[config.mk]
export PLATFORM = sky130hd
export DESIGN_NAME = uart_rx_ctrl_flat
export DESIGN_NICKNAME = d
export VERILOG_FILES = /design/src/rtl/uart_rx_ctrl_if.sv /design/src/rtl/uart_rx_ctrl.sv /design/src/flat_wrapper.sv
export SDC_FILE = /design/constraint.sdc
export NUM_CORES = 1
export LEC_CHECK = 0
export CELL_PAD_IN_SITES_DETAIL_PLACEMENT = 0
export CELL_PAD_IN_SITES_GLOBAL_PLACEMENT = 1
export CORE_MARGIN = 8
export CORE_UTILIZATION = 34
export CTS_CLUSTER_DIAMETER = 40
export DETAILED_ROUTE_END_ITERATION = 10
export GPL_TIMING_DRIVEN = 0
export PLACE_DENSITY_LB_ADDON = 0.1
export SLEW_MARGIN = 20
export SYNTH_ARGS = -nofsm -noshare
export SYNTH_HDL_FRONTEND = slang
export SYNTH_SLANG_ARGS = --single-unit
[constraint.sdc]
create_clock -name clk -period 2.47 [get_ports clk]
set_input_delay 0.3705 -clock clk [delete_from_list [all_inputs] [get_ports clk]]
set_output_delay 0.3705 -clock clk [all_outputs]
set_load 0.05 [all_outputs]
[src/rtl/uart_rx_ctrl_if.sv]
`default_nettype none
// ============================================================================
// Module      : uart_rx_ctrl_if
// Description : Signal bundle between the UART receive controller and its
//               surroundings (serial line, configuration, edge/bit counter,
//               sampler, received byte and status pulses).
//               master : line/config/counter side (drives the controller inputs)
//               slave  : the uart_rx_ctrl controller
// Signals     : RX_IN, Prescale[5:0], PAR_EN, PAR_TYP, edge_count[4:0],
//               bit_count[3:0], sampled_bit            (master -> slave)
//               counter_enable, cfg_prescale[5:0], P_DATA[7:0], data_valid,
//               par_err, stop_err, start_glitch        (slave -> master)
// Revision    : 1.0 - initial release
// ============================================================================
interface uart_rx_ctrl_if;
    logic       RX_IN;
    logic [5:0] Prescale;
    logic       PAR_EN;
    logic       PAR_TYP;
    logic [4:0] edge_count;
    logic [3:0] bit_count;
    logic       sampled_bit;
    logic       counter_enable;
    logic [5:0] cfg_prescale;
    logic [7:0] P_DATA;
    logic       data_valid;
    logic       par_err;
    logic       stop_err;
    logic       start_glitch;

    modport master (
        output RX_IN, Prescale, PAR_EN, PAR_TYP, edge_count, bit_count, sampled_bit,
        input  counter_enable, cfg_prescale, P_DATA, data_valid, par_err, stop_err,
               start_glitch
    );

    modport slave (
        input  RX_IN, Prescale, PAR_EN, PAR_TYP, edge_count, bit_count, sampled_bit,
        output counter_enable, cfg_prescale, P_DATA, data_valid, par_err, stop_err,
               start_glitch
    );
endinterface
`default_nettype wire

[src/rtl/uart_rx_ctrl.sv]
`default_nettype none
// ============================================================================
// Module      : uart_rx_ctrl
// Description : Frame-level control FSM of a UART receiver. Detects the start
//               level, runs an external edge/bit counter, shifts in the data
//               bits delivered by an external sampler (LSB first), optionally
//               checks parity, validates the stop bit and reports the byte or
//               a one-cycle error pulse.
// Ports       : clk  - clock, rising edge active
//               rst  - asynchronous reset, active low
//               bus  - uart_rx_ctrl_if.slave (line, config, counter/sampler
//                      inputs; counter_enable, cfg_prescale, P_DATA,
//                      data_valid, par_err, stop_err, start_glitch outputs)
// Build macro : UART_RX_PARITY_EN - when defined, the PARITY state and par_err
//               are active; when undefined PAR_EN/PAR_TYP are ignored and
//               par_err is tied low.
// Revision    : 1.0 - initial release
// ============================================================================
module uart_rx_ctrl (
    input  wire logic     clk,
    input  wire logic     rst,
    uart_rx_ctrl_if.slave bus
);

    typedef enum logic [2:0] {
        S_IDLE   = 3'd0,
        S_START  = 3'd1,
        S_DATA   = 3'd2,
        S_PARITY = 3'd3,
        S_STOP   = 3'd4,
        S_VALID  = 3'd5
    } state_t;

    localparam logic [5:0] c_RESET_PRESCALE = 6'd8;
    localparam logic [3:0] c_LAST_DATA_BIT  = 4'd8;

    state_t     state_q,          state_d;
    logic [5:0] cfg_prescale_q,   cfg_prescale_d;
    logic       par_en_q,         par_en_d;
    logic       par_typ_q,        par_typ_d;
    logic [7:0] shift_q,          shift_d;
    logic       par_pend_q,       par_pend_d;
    logic [7:0] p_data_q,         p_data_d;
    logic       counter_enable_q, counter_enable_d;
    logic       data_valid_q,     data_valid_d;
    logic       par_err_q,        par_err_d;
    logic       stop_err_q,       stop_err_d;
    logic       start_glitch_q,   start_glitch_d;

    logic       w_bit_end;
    logic       w_prescale_ok;
    logic       w_start_req;
    logic       w_launch;
    logic       w_par_en_in;
    logic       w_par_typ_in;

`ifdef UART_RX_PARITY_EN
    assign w_par_en_in  = bus.PAR_EN;
    assign w_par_typ_in = bus.PAR_TYP;
    assign bus.par_err  = par_err_q;
`else
    // Parity support is compiled out: the latched enable stays 0 so the
    // PARITY state is unreachable and no parity error can ever be pending.
    logic w_unused_parity;
    assign w_par_en_in     = 1'b0;
    assign w_par_typ_in    = 1'b0;
    assign bus.par_err     = 1'b0;
    assign w_unused_parity = ^{bus.PAR_EN, bus.PAR_TYP, par_err_q};
`endif

    // Last counter edge of the current bit, using the ratio latched for this frame.
    assign w_bit_end     = ({1'b0, bus.edge_count} == (cfg_prescale_q - 6'd1));
    assign w_prescale_ok = (bus.Prescale == 6'd8) || (bus.Prescale == 6'd16) ||
                           (bus.Prescale == 6'd32);
    // A start is only honoured with a supported ratio, so an unsupported value
    // can never be latched into cfg_prescale.
    assign w_start_req   = !bus.RX_IN && w_prescale_ok;

    always_comb begin
        state_d          = state_q;
        cfg_prescale_d   = cfg_prescale_q;
        par_en_d         = par_en_q;
        par_typ_d        = par_typ_q;
        shift_d          = shift_q;
        par_pend_d       = par_pend_q;
        p_data_d         = p_data_q;
        counter_enable_d = counter_enable_q;
        data_valid_d     = 1'b0;
        par_err_d        = 1'b0;
        stop_err_d       = 1'b0;
        start_glitch_d   = 1'b0;
        w_launch         = 1'b0;

        case (state_q)
            S_IDLE: begin
                w_launch = w_start_req;
            end

            S_START: begin
                if (w_bit_end) begin
                    if (bus.sampled_bit) begin
                        // Line was back high at mid-bit: noise, not a start bit.
                        start_glitch_d   = 1'b1;
                        state_d          = S_IDLE;
                        counter_enable_d = 1'b0;
                    end else begin
                        state_d = S_DATA;
                    end
                end
            end

            S_DATA: begin
                if (w_bit_end) begin
                    shift_d = {bus.sampled_bit, shift_q[7:1]};
                    if (bus.bit_count == c_LAST_DATA_BIT) begin
                        state_d = par_en_q ? S_PARITY : S_STOP;
                    end
                end
            end

            S_PARITY: begin
                if (w_bit_end) begin
                    // Error is held until the stop bit so both faults report together.
                    if (bus.sampled_bit != ((^shift_q) ^ par_typ_q)) begin
                        par_pend_d = 1'b1;
                    end
                    state_d = S_STOP;
                end
            end

            S_STOP: begin
                if (w_bit_end) begin
                    counter_enable_d = 1'b0;
                    if (bus.sampled_bit && !par_pend_q) begin
                        state_d      = S_VALID;
                        p_data_d     = shift_q;
                        data_valid_d = 1'b1;
                    end else begin
                        state_d    = S_IDLE;
                        stop_err_d = !bus.sampled_bit;
                        par_err_d  = par_pend_q;
                    end
                end
            end

            S_VALID: begin
                // Back-to-back frames: a low line here is the next start bit.
                w_launch = w_start_req;
                if (!w_start_req) begin
                    state_d = S_IDLE;
                end
            end

            default: begin
                state_d          = S_IDLE;
                counter_enable_d = 1'b0;
            end
        endcase

        if (w_launch) begin
            state_d          = S_START;
            cfg_prescale_d   = bus.Prescale;
            par_en_d         = w_par_en_in;
            par_typ_d        = w_par_typ_in;
            shift_d          = 8'h00;
            par_pend_d       = 1'b0;
            counter_enable_d = 1'b1;
        end
    end

    always_ff @(posedge clk or negedge rst) begin
        if (!rst) begin
            state_q          <= S_IDLE;
            cfg_prescale_q   <= c_RESET_PRESCALE;
            par_en_q         <= 1'b0;
            par_typ_q        <= 1'b0;
            shift_q          <= 8'h00;
            par_pend_q       <= 1'b0;
            p_data_q         <= 8'h00;
            counter_enable_q <= 1'b0;
            data_valid_q     <= 1'b0;
            par_err_q        <= 1'b0;
            stop_err_q       <= 1'b0;
            start_glitch_q   <= 1'b0;
        end else begin
            state_q          <= state_d;
            cfg_prescale_q   <= cfg_prescale_d;
            par_en_q         <= par_en_d;
            par_typ_q        <= par_typ_d;
            shift_q          <= shift_d;
            par_pend_q       <= par_pend_d;
            p_data_q         <= p_data_d;
            counter_enable_q <= counter_enable_d;
            data_valid_q     <= data_valid_d;
            par_err_q        <= par_err_d;
            stop_err_q       <= stop_err_d;
            start_glitch_q   <= start_glitch_d;
        end
    end

    assign bus.counter_enable = counter_enable_q;
    assign bus.cfg_prescale   = cfg_prescale_q;
    assign bus.P_DATA         = p_data_q;
    assign bus.data_valid     = data_valid_q;
    assign bus.stop_err       = stop_err_q;
    assign bus.start_glitch   = start_glitch_q;

endmodule
`default_nettype wire

[src/flat_wrapper.sv]
// flat-port wrapper written by rule: the top's interface ports become plain ports
module uart_rx_ctrl_flat 
  (clk, rst, bus_RX_IN, bus_Prescale, bus_PAR_EN, bus_PAR_TYP, bus_edge_count, bus_bit_count, bus_sampled_bit, bus_counter_enable, bus_cfg_prescale, bus_P_DATA, bus_data_valid, bus_par_err, bus_stop_err, bus_start_glitch);
  uart_rx_ctrl_if bus_i ();
  input  wire logic clk;
  input  wire logic rst;
  input wire logic [$bits(bus_i.RX_IN)-1:0] bus_RX_IN;
  input wire logic [$bits(bus_i.Prescale)-1:0] bus_Prescale;
  input wire logic [$bits(bus_i.PAR_EN)-1:0] bus_PAR_EN;
  input wire logic [$bits(bus_i.PAR_TYP)-1:0] bus_PAR_TYP;
  input wire logic [$bits(bus_i.edge_count)-1:0] bus_edge_count;
  input wire logic [$bits(bus_i.bit_count)-1:0] bus_bit_count;
  input wire logic [$bits(bus_i.sampled_bit)-1:0] bus_sampled_bit;
  output wire logic [$bits(bus_i.counter_enable)-1:0] bus_counter_enable;
  output wire logic [$bits(bus_i.cfg_prescale)-1:0] bus_cfg_prescale;
  output wire logic [$bits(bus_i.P_DATA)-1:0] bus_P_DATA;
  output wire logic [$bits(bus_i.data_valid)-1:0] bus_data_valid;
  output wire logic [$bits(bus_i.par_err)-1:0] bus_par_err;
  output wire logic [$bits(bus_i.stop_err)-1:0] bus_stop_err;
  output wire logic [$bits(bus_i.start_glitch)-1:0] bus_start_glitch;
  assign bus_i.RX_IN = bus_RX_IN;
  assign bus_i.Prescale = bus_Prescale;
  assign bus_i.PAR_EN = bus_PAR_EN;
  assign bus_i.PAR_TYP = bus_PAR_TYP;
  assign bus_i.edge_count = bus_edge_count;
  assign bus_i.bit_count = bus_bit_count;
  assign bus_i.sampled_bit = bus_sampled_bit;
  assign bus_counter_enable = bus_i.counter_enable;
  assign bus_cfg_prescale = bus_i.cfg_prescale;
  assign bus_P_DATA = bus_i.P_DATA;
  assign bus_data_valid = bus_i.data_valid;
  assign bus_par_err = bus_i.par_err;
  assign bus_stop_err = bus_i.stop_err;
  assign bus_start_glitch = bus_i.start_glitch;
  uart_rx_ctrl u_core (.clk(clk), .rst(rst), .bus(bus_i));
endmodule
# After elaboration in Yosys (flattened, before gate mapping)
# Cells that the tools add are included.
dict set report classes {
  add_sub_neg 1
  eq_ne 20
  mux 32
  reduce_logical 20
}
# operator count
set ops {}
lappend ops {{3-bit 2-to-1 mux} 8}
lappend ops {{8-bit 2-to-1 mux} 3}
lappend ops {{1-bit 2-to-1 mux} 18}
lappend ops {{3-bit one-hot mux with 6 select lines} 1}
lappend ops {{3-bit by 1-bit inequality test with 1-bit output, second input constant} 5}
lappend ops {{2-bit nonzero test} 4}
lappend ops {{8-bit XOR reduction} 1}
lappend ops {{7-bit AND reduction} 1}
lappend ops {{3-bit by 2-bit equality test with 1-bit output, second input constant} 2}
lappend ops {{3-bit equality test, second input constant} 2}
lappend ops {{5-bit by 6-bit equality test with 1-bit output} 1}
lappend ops {{6-bit by 4-bit equality test with 1-bit output, second input constant} 1}
lappend ops {{6-bit by 5-bit equality test with 1-bit output, second input constant} 1}
lappend ops {{6-bit equality test, second input constant} 1}
lappend ops {{3-bit AND reduction} 2}
lappend ops {{6-bit by 1-bit subtractor with 6-bit output, second input constant} 1}
lappend ops {{4-bit equality test, second input constant} 1}
lappend ops {{2-bit by 1-bit inequality test with 1-bit output, second input constant} 2}
lappend ops {{4-bit AND reduction} 1}
lappend ops {{4-bit OR reduction} 1}
lappend ops {{3-bit by 1-bit equality test with 1-bit output, second input constant} 1}
lappend ops {{1-bit logical NOT} 3}
lappend ops {{3-bit logical NOT} 1}
lappend ops {{3-bit by 2-bit inequality test with 1-bit output, second input constant} 1}
lappend ops {{other kinds (8)} 10}
dict set report word_totals {
  word_cells 82
  in_bits 21
  register_bits 30
  out_inout_bits 19
}

# Logic depth before layout (Yosys ltp)
dict set report depth {
  ltp_word 7
  depth_mapped 8
  ltp_nobuf 7
}

# Least setup slack after synthesis
# Ideal clock, no wire load.
dict set report synth_path {
  kind {register to register}
  startpoint {reg u_core.cfg_prescale_q[0] (netlist: u_core.bus.cfg_prescale[0])}
  endpoint {reg u_core.p_data_q[0] (netlist: u_core.bus.P_DATA[0])}
  setup_ns 0.125
  arrival_time_ns 2.570
  t_required_ns 2.345
  path_stages_with_launch 9
  period_less_slack_ns 2.695
  path_buffers 1
  path_slack_ns -0.225
  path_cell_list {dfrtp_1 inv_1 ha_1 or3b_1 a211oi_2 nand4_1 or4_1 buf_6 mux2_4}
}
dict set report synth_between {
  elab_chain_cells 3
}
# item line
set synth_rtl {}
lappend synth_rtl {{from (decl)} uart_rx_ctrl.sv:38} ;# logic [5:0] cfg_prescale_q, cfg_prescale_d;
lappend synth_rtl {{from (signal assigned)} uart_rx_ctrl.sv:174} ;# cfg_prescale_q <= c_RESET_PRESCALE;
lappend synth_rtl {{from (signal assigned)} uart_rx_ctrl.sv:187} ;# cfg_prescale_q <= cfg_prescale_d;
lappend synth_rtl {{6-bit by 1-bit subtractor with 6-bit output} uart_rx_ctrl.sv:72} ;# assign w_bit_end = ({1'b0, bus.edge_count} == (cfg_prescale_q - 6'd1));
lappend synth_rtl {{5-bit by 6-bit equality test with 1-bit output} uart_rx_ctrl.sv:72}
lappend synth_rtl {{3-bit AND reduction (no source line)} --}
lappend synth_rtl {{to (signal assigned)} uart_rx_ctrl.sv:192} ;# p_data_q <= p_data_d;
lappend synth_rtl {{to (decl)} uart_rx_ctrl.sv:43} ;# logic [7:0] p_data_q, p_data_d;
# No other way between the ends.
# A chain may end at the register's enable or synchronous reset.

# Worst setup path after layout
dict set report layout_path {
  startpoint {reg u_core.cfg_prescale_q[1] (netlist: u_core.bus.cfg_prescale[1])}
  endpoint {reg u_core.p_data_q[1] (netlist: u_core.bus.P_DATA[1])}
}
# Same word-level chain as after synthesis.

==> flow_summary.json <==
{
  "path_class": "reg -> reg",
  "p_per_area_mw_per_mm2": 744,
  "final_nets": 213,
  "pin_count": 40,
  "routed_via_density": 4.94,
  "path_clk_slew_ns": 0.07,
  "crit_chain": "buf_4 -> or4_4 -> o21ai_2 -> nand4_1 -> or4_4 -> mux2_4",
  "cp-start-kind": "flop",
  "total_power_mw": 1.64,
  "switchingPower_mw": 0.471,
  "synthArstFlopShare_pct": 100,
  "ant_nets": 0,
  "max_cap_viol_count": 0,
  "endpoint_kind": "flop",
  "vias": 1206,
  "ir_drop_v": 0.000429,
  "cts_tree": "done",
  "firstDrtPassIters": 4,
  "synth.distinct_cells": 45,
  "synth_top_area_share_pct": 46.3,
  "cp.required_ns": 2.64,
  "slew_viol_final": 0,
  "synth_nets": 164,
  "place_hpwl_um": 2620,
  "critical_path.max_fanout": 8,
  "syn_avg_cell_area_um2": 11.0,
  "postSynthCellCount": 142,
  "worstPathArrival_ns": 2.65,
  "ys.flop_type": "dfrtp_1",
  "fin_ws_ns": -0.0122,
  "synth-seq-cells": 30,
  "slowest_stage": "or4_4",
  "slowest_delay_ns": 0.66,
  "routedWlPerCell_um": 14.7,
  "rsz0062_at_grt": "yes",
  "ys_top_cells_by_area": "dfrtp_1 46%, mux2_4 7.7%, xnor2_1 6.1%, mux2i_1 5.1%, nand2_1 3.4%",
  "setup_viol": 8,
  "gp_congestion": 0.761,
  "critPathTopFamily": "simple AND/OR/NAND/NOR gates",
  "final_common_cell": "clkdlybuf4s50_1",
  "layout-drive-gt1-share_pct": 21.9,
  "antenna-diode-count": 0,
  "tightest_slew_ns": 0.664,
  "dpl_cell_area_mm2": 0.00200,
  "fp-row-count": 24,
  "io_buffers": 36,
  "wirelength_um": 3600,
  "relSlewSlack_pct": 55.5,
  "period_minus_slack_ns": 2.48,
  "antenna_found_initial": 0,
  "fin_crit_sh_pct": 100,
  "grt_pass1_vias": 1335,
  "pwr-share-seq_pct": 35.7,
  "violations": "negative setup slack",
  "ys_seq_area_share_pct": 48.0,
  "dieArea_mm2": 0.00704,
  "power.leakage_nw": 1.02,
  "cts_buffer_depth": 2,
  "fmax_mhz": 403,
  "grt_start_max_net_pins": 31,
  "layout_common_cells": "35 x clkdlybuf4s50_1, 27 x dfrtp_1, 14 x nand2_1",
  "overflow": 0,
  "synth_area_mm2": 0.00157,
  "htreeDepth": 2,
  "first_iter_violations": 32,
  "clk-insertion-delay-late_ns": 0.28,
  "start_util_pct": 35.5,
  "die_w_um": 83.9,
  "p_int_mw": 1.17,
  "crit_top_cell": "or4_4",
  "grt_pass1_wl_um": 6350,
  "drc": 0,
  "fin_worst_skew_ns": 0.00597,
  "clkSinkCount": 30,
  "track_usage_pct": 11.0,
  "area_growth_syn_to_layout_pct": 40.6,
  "yosysWarnings": 0,
  "outcome": "finished, violations left",
  "synth_edf_count": 0,
  "switching_share_pct": 28.7,
  "crit_buf_inv": 1,
  "hp-class": "in -> async",
  "final_cell_area_mm2": 0.00220,
  "root_buffer": "clkbuf_8",
  "core-area_mm2": 0.00441,
  "p_clk_share_pct": 38.0,
  "combPwrFrac_pct": 26.3,
  "yosysTopAreaCell": "dfrtp_1",
  "die_h_um": 83.9,
  "hold_viol_final": 0,
  "cts-buffers-inserted": 5
}
metrics by stage:
stage / setup WS (ns) / std cells / TNS (ns) / util, % / hold slack, ns
after floorplan: -0.0496 / 142 / -0.397 / - / 0.0749
after global placement: -0.115 / 230 / -1.02 / 45.5 / 0.454
after detailed placement: -0.118 / 230 / -0.944 / 45.4 / 0.447
after CTS: -0.00330 / 244 / -0.00585 / 49.6 / 0.140
after global routing: -0.0961 / 244 / -0.697 / 49.9 / 0.176
final: -0.0122 / 244 / -0.0686 / 49.9 / 0.119
synthesized netlist by cell type, types with 2 or more instances:
| library cell | number |
|---|---|
| a31oi_1 | 2 |
| nor3_1 | 4 |
| dfrtp_1 | 29 |
| xor2_1 | 4 |
| inv_1 | 6 |
| a21oi_1 | 4 |
| o21bai_1 | 2 |
| nor2_1 | 6 |
| nor3b_1 | 2 |
| clkbuf_1 | 4 |
| xnor2_1 | 11 |
| nand3_1 | 4 |
| mux2_4 | 8 |
| nand2b_1 | 3 |
| o21ai_0 | 2 |
| nand2_1 | 14 |
| mux2i_1 | 8 |
| mux2_2 | 2 |
logic make-up after synthesis:
kind of cell	share of synthesized area, %
AND/OR/NAND/NOR	15.6
XOR/XNOR	8.38
buffers and inverters	3.59
AO/OA/AOI/OAI	9.26
adder cells (fa/ha/maj)	0.798
flip-flops	48.0
multiplexers	14.2
other	0.239
cell type report:
class	count	area [µm²]
fillers	401	2210
clock buffers	6	82.6
repair buffers	44	415
inverters	6	22.5
clock inverters	2	60.1
multi-input cells	100	786
plain buffers	4	18.8
well taps	52	65.1
flip-flops and latches	30	754
layer usage:
layer | vias up | track usage, % | wire [µm]
met2 | 28 | 17.3 | 1700
met1 | 574 | 12.9 | 1590
li1 | 596 | - | -
met4 | 0 | 3.77 | 61
met3 | 8 | 5.18 | 248
met5 | - | 0 | 0
worst register-to-register path, cell delays in order, from the launching register on:
cell and delay (ns):
dfrtp_2 0.42, buf_4 0.14, or4_4 0.53, o21ai_2 0.14
nand4_1 0.15, or4_4 0.66, mux2_4 0.34
final timing paths:
| kind | from | to | cells past startpoint | slack, ns |
|---|---|---|---|---|
| setup / recovery | u_core.bus.cfg_prescale[1] | u_core.bus.P_DATA[1] | 6 | -0.01 |
| hold / removal | rst | u_core.bus.counter_enable | 1 | 0.12 |
| setup reg to reg | u_core.bus.cfg_prescale[1] | u_core.bus.P_DATA[1] | 6 | -0.01 |
| hold reg to reg | u_core.par_pend_q | u_core.par_pend_q | 2 | 0.49 |
| max in group asynchronous | rst | u_core.bus.cfg_prescale[0] | 1 | 1.88 |
| min in group clk | u_core.par_pend_q | u_core.par_pend_q | 2 | 0.49 |
sequential cells by signal, summed over array words and instances, names as in the netlist:
register / flops
u_core.state_q: 3
u_core.bus.start_glitch: 1
u_core.bus.stop_err: 1
u_core.par_pend_q: 1
u_core.bus.P_DATA: 8
u_core.bus.cfg_prescale: 6
u_core.bus.data_valid: 1
u_core.shift_q: 8
u_core.bus.counter_enable: 1
power groups by stage:
stage	clock network [mW]	logic (mW)	registers (mW)
after floorplan	0	0.201	0.657
after global placement	0	0.382	0.596
after detailed placement	0	0.385	0.599
after CTS	0.643	0.426	0.586
after global routing	0.665	0.471	0.595
final	0.623	0.432	0.585
timing repair:
item / in CTS / in global routing
pin swaps: 4 / 0
setup endpoints to repair: 8 / 18
setup buffers: 7 / 1
hold buffers: 0 / 0
gates resized for setup: 1 / 2
Note: power is estimated with default switching activity, not from simulation.
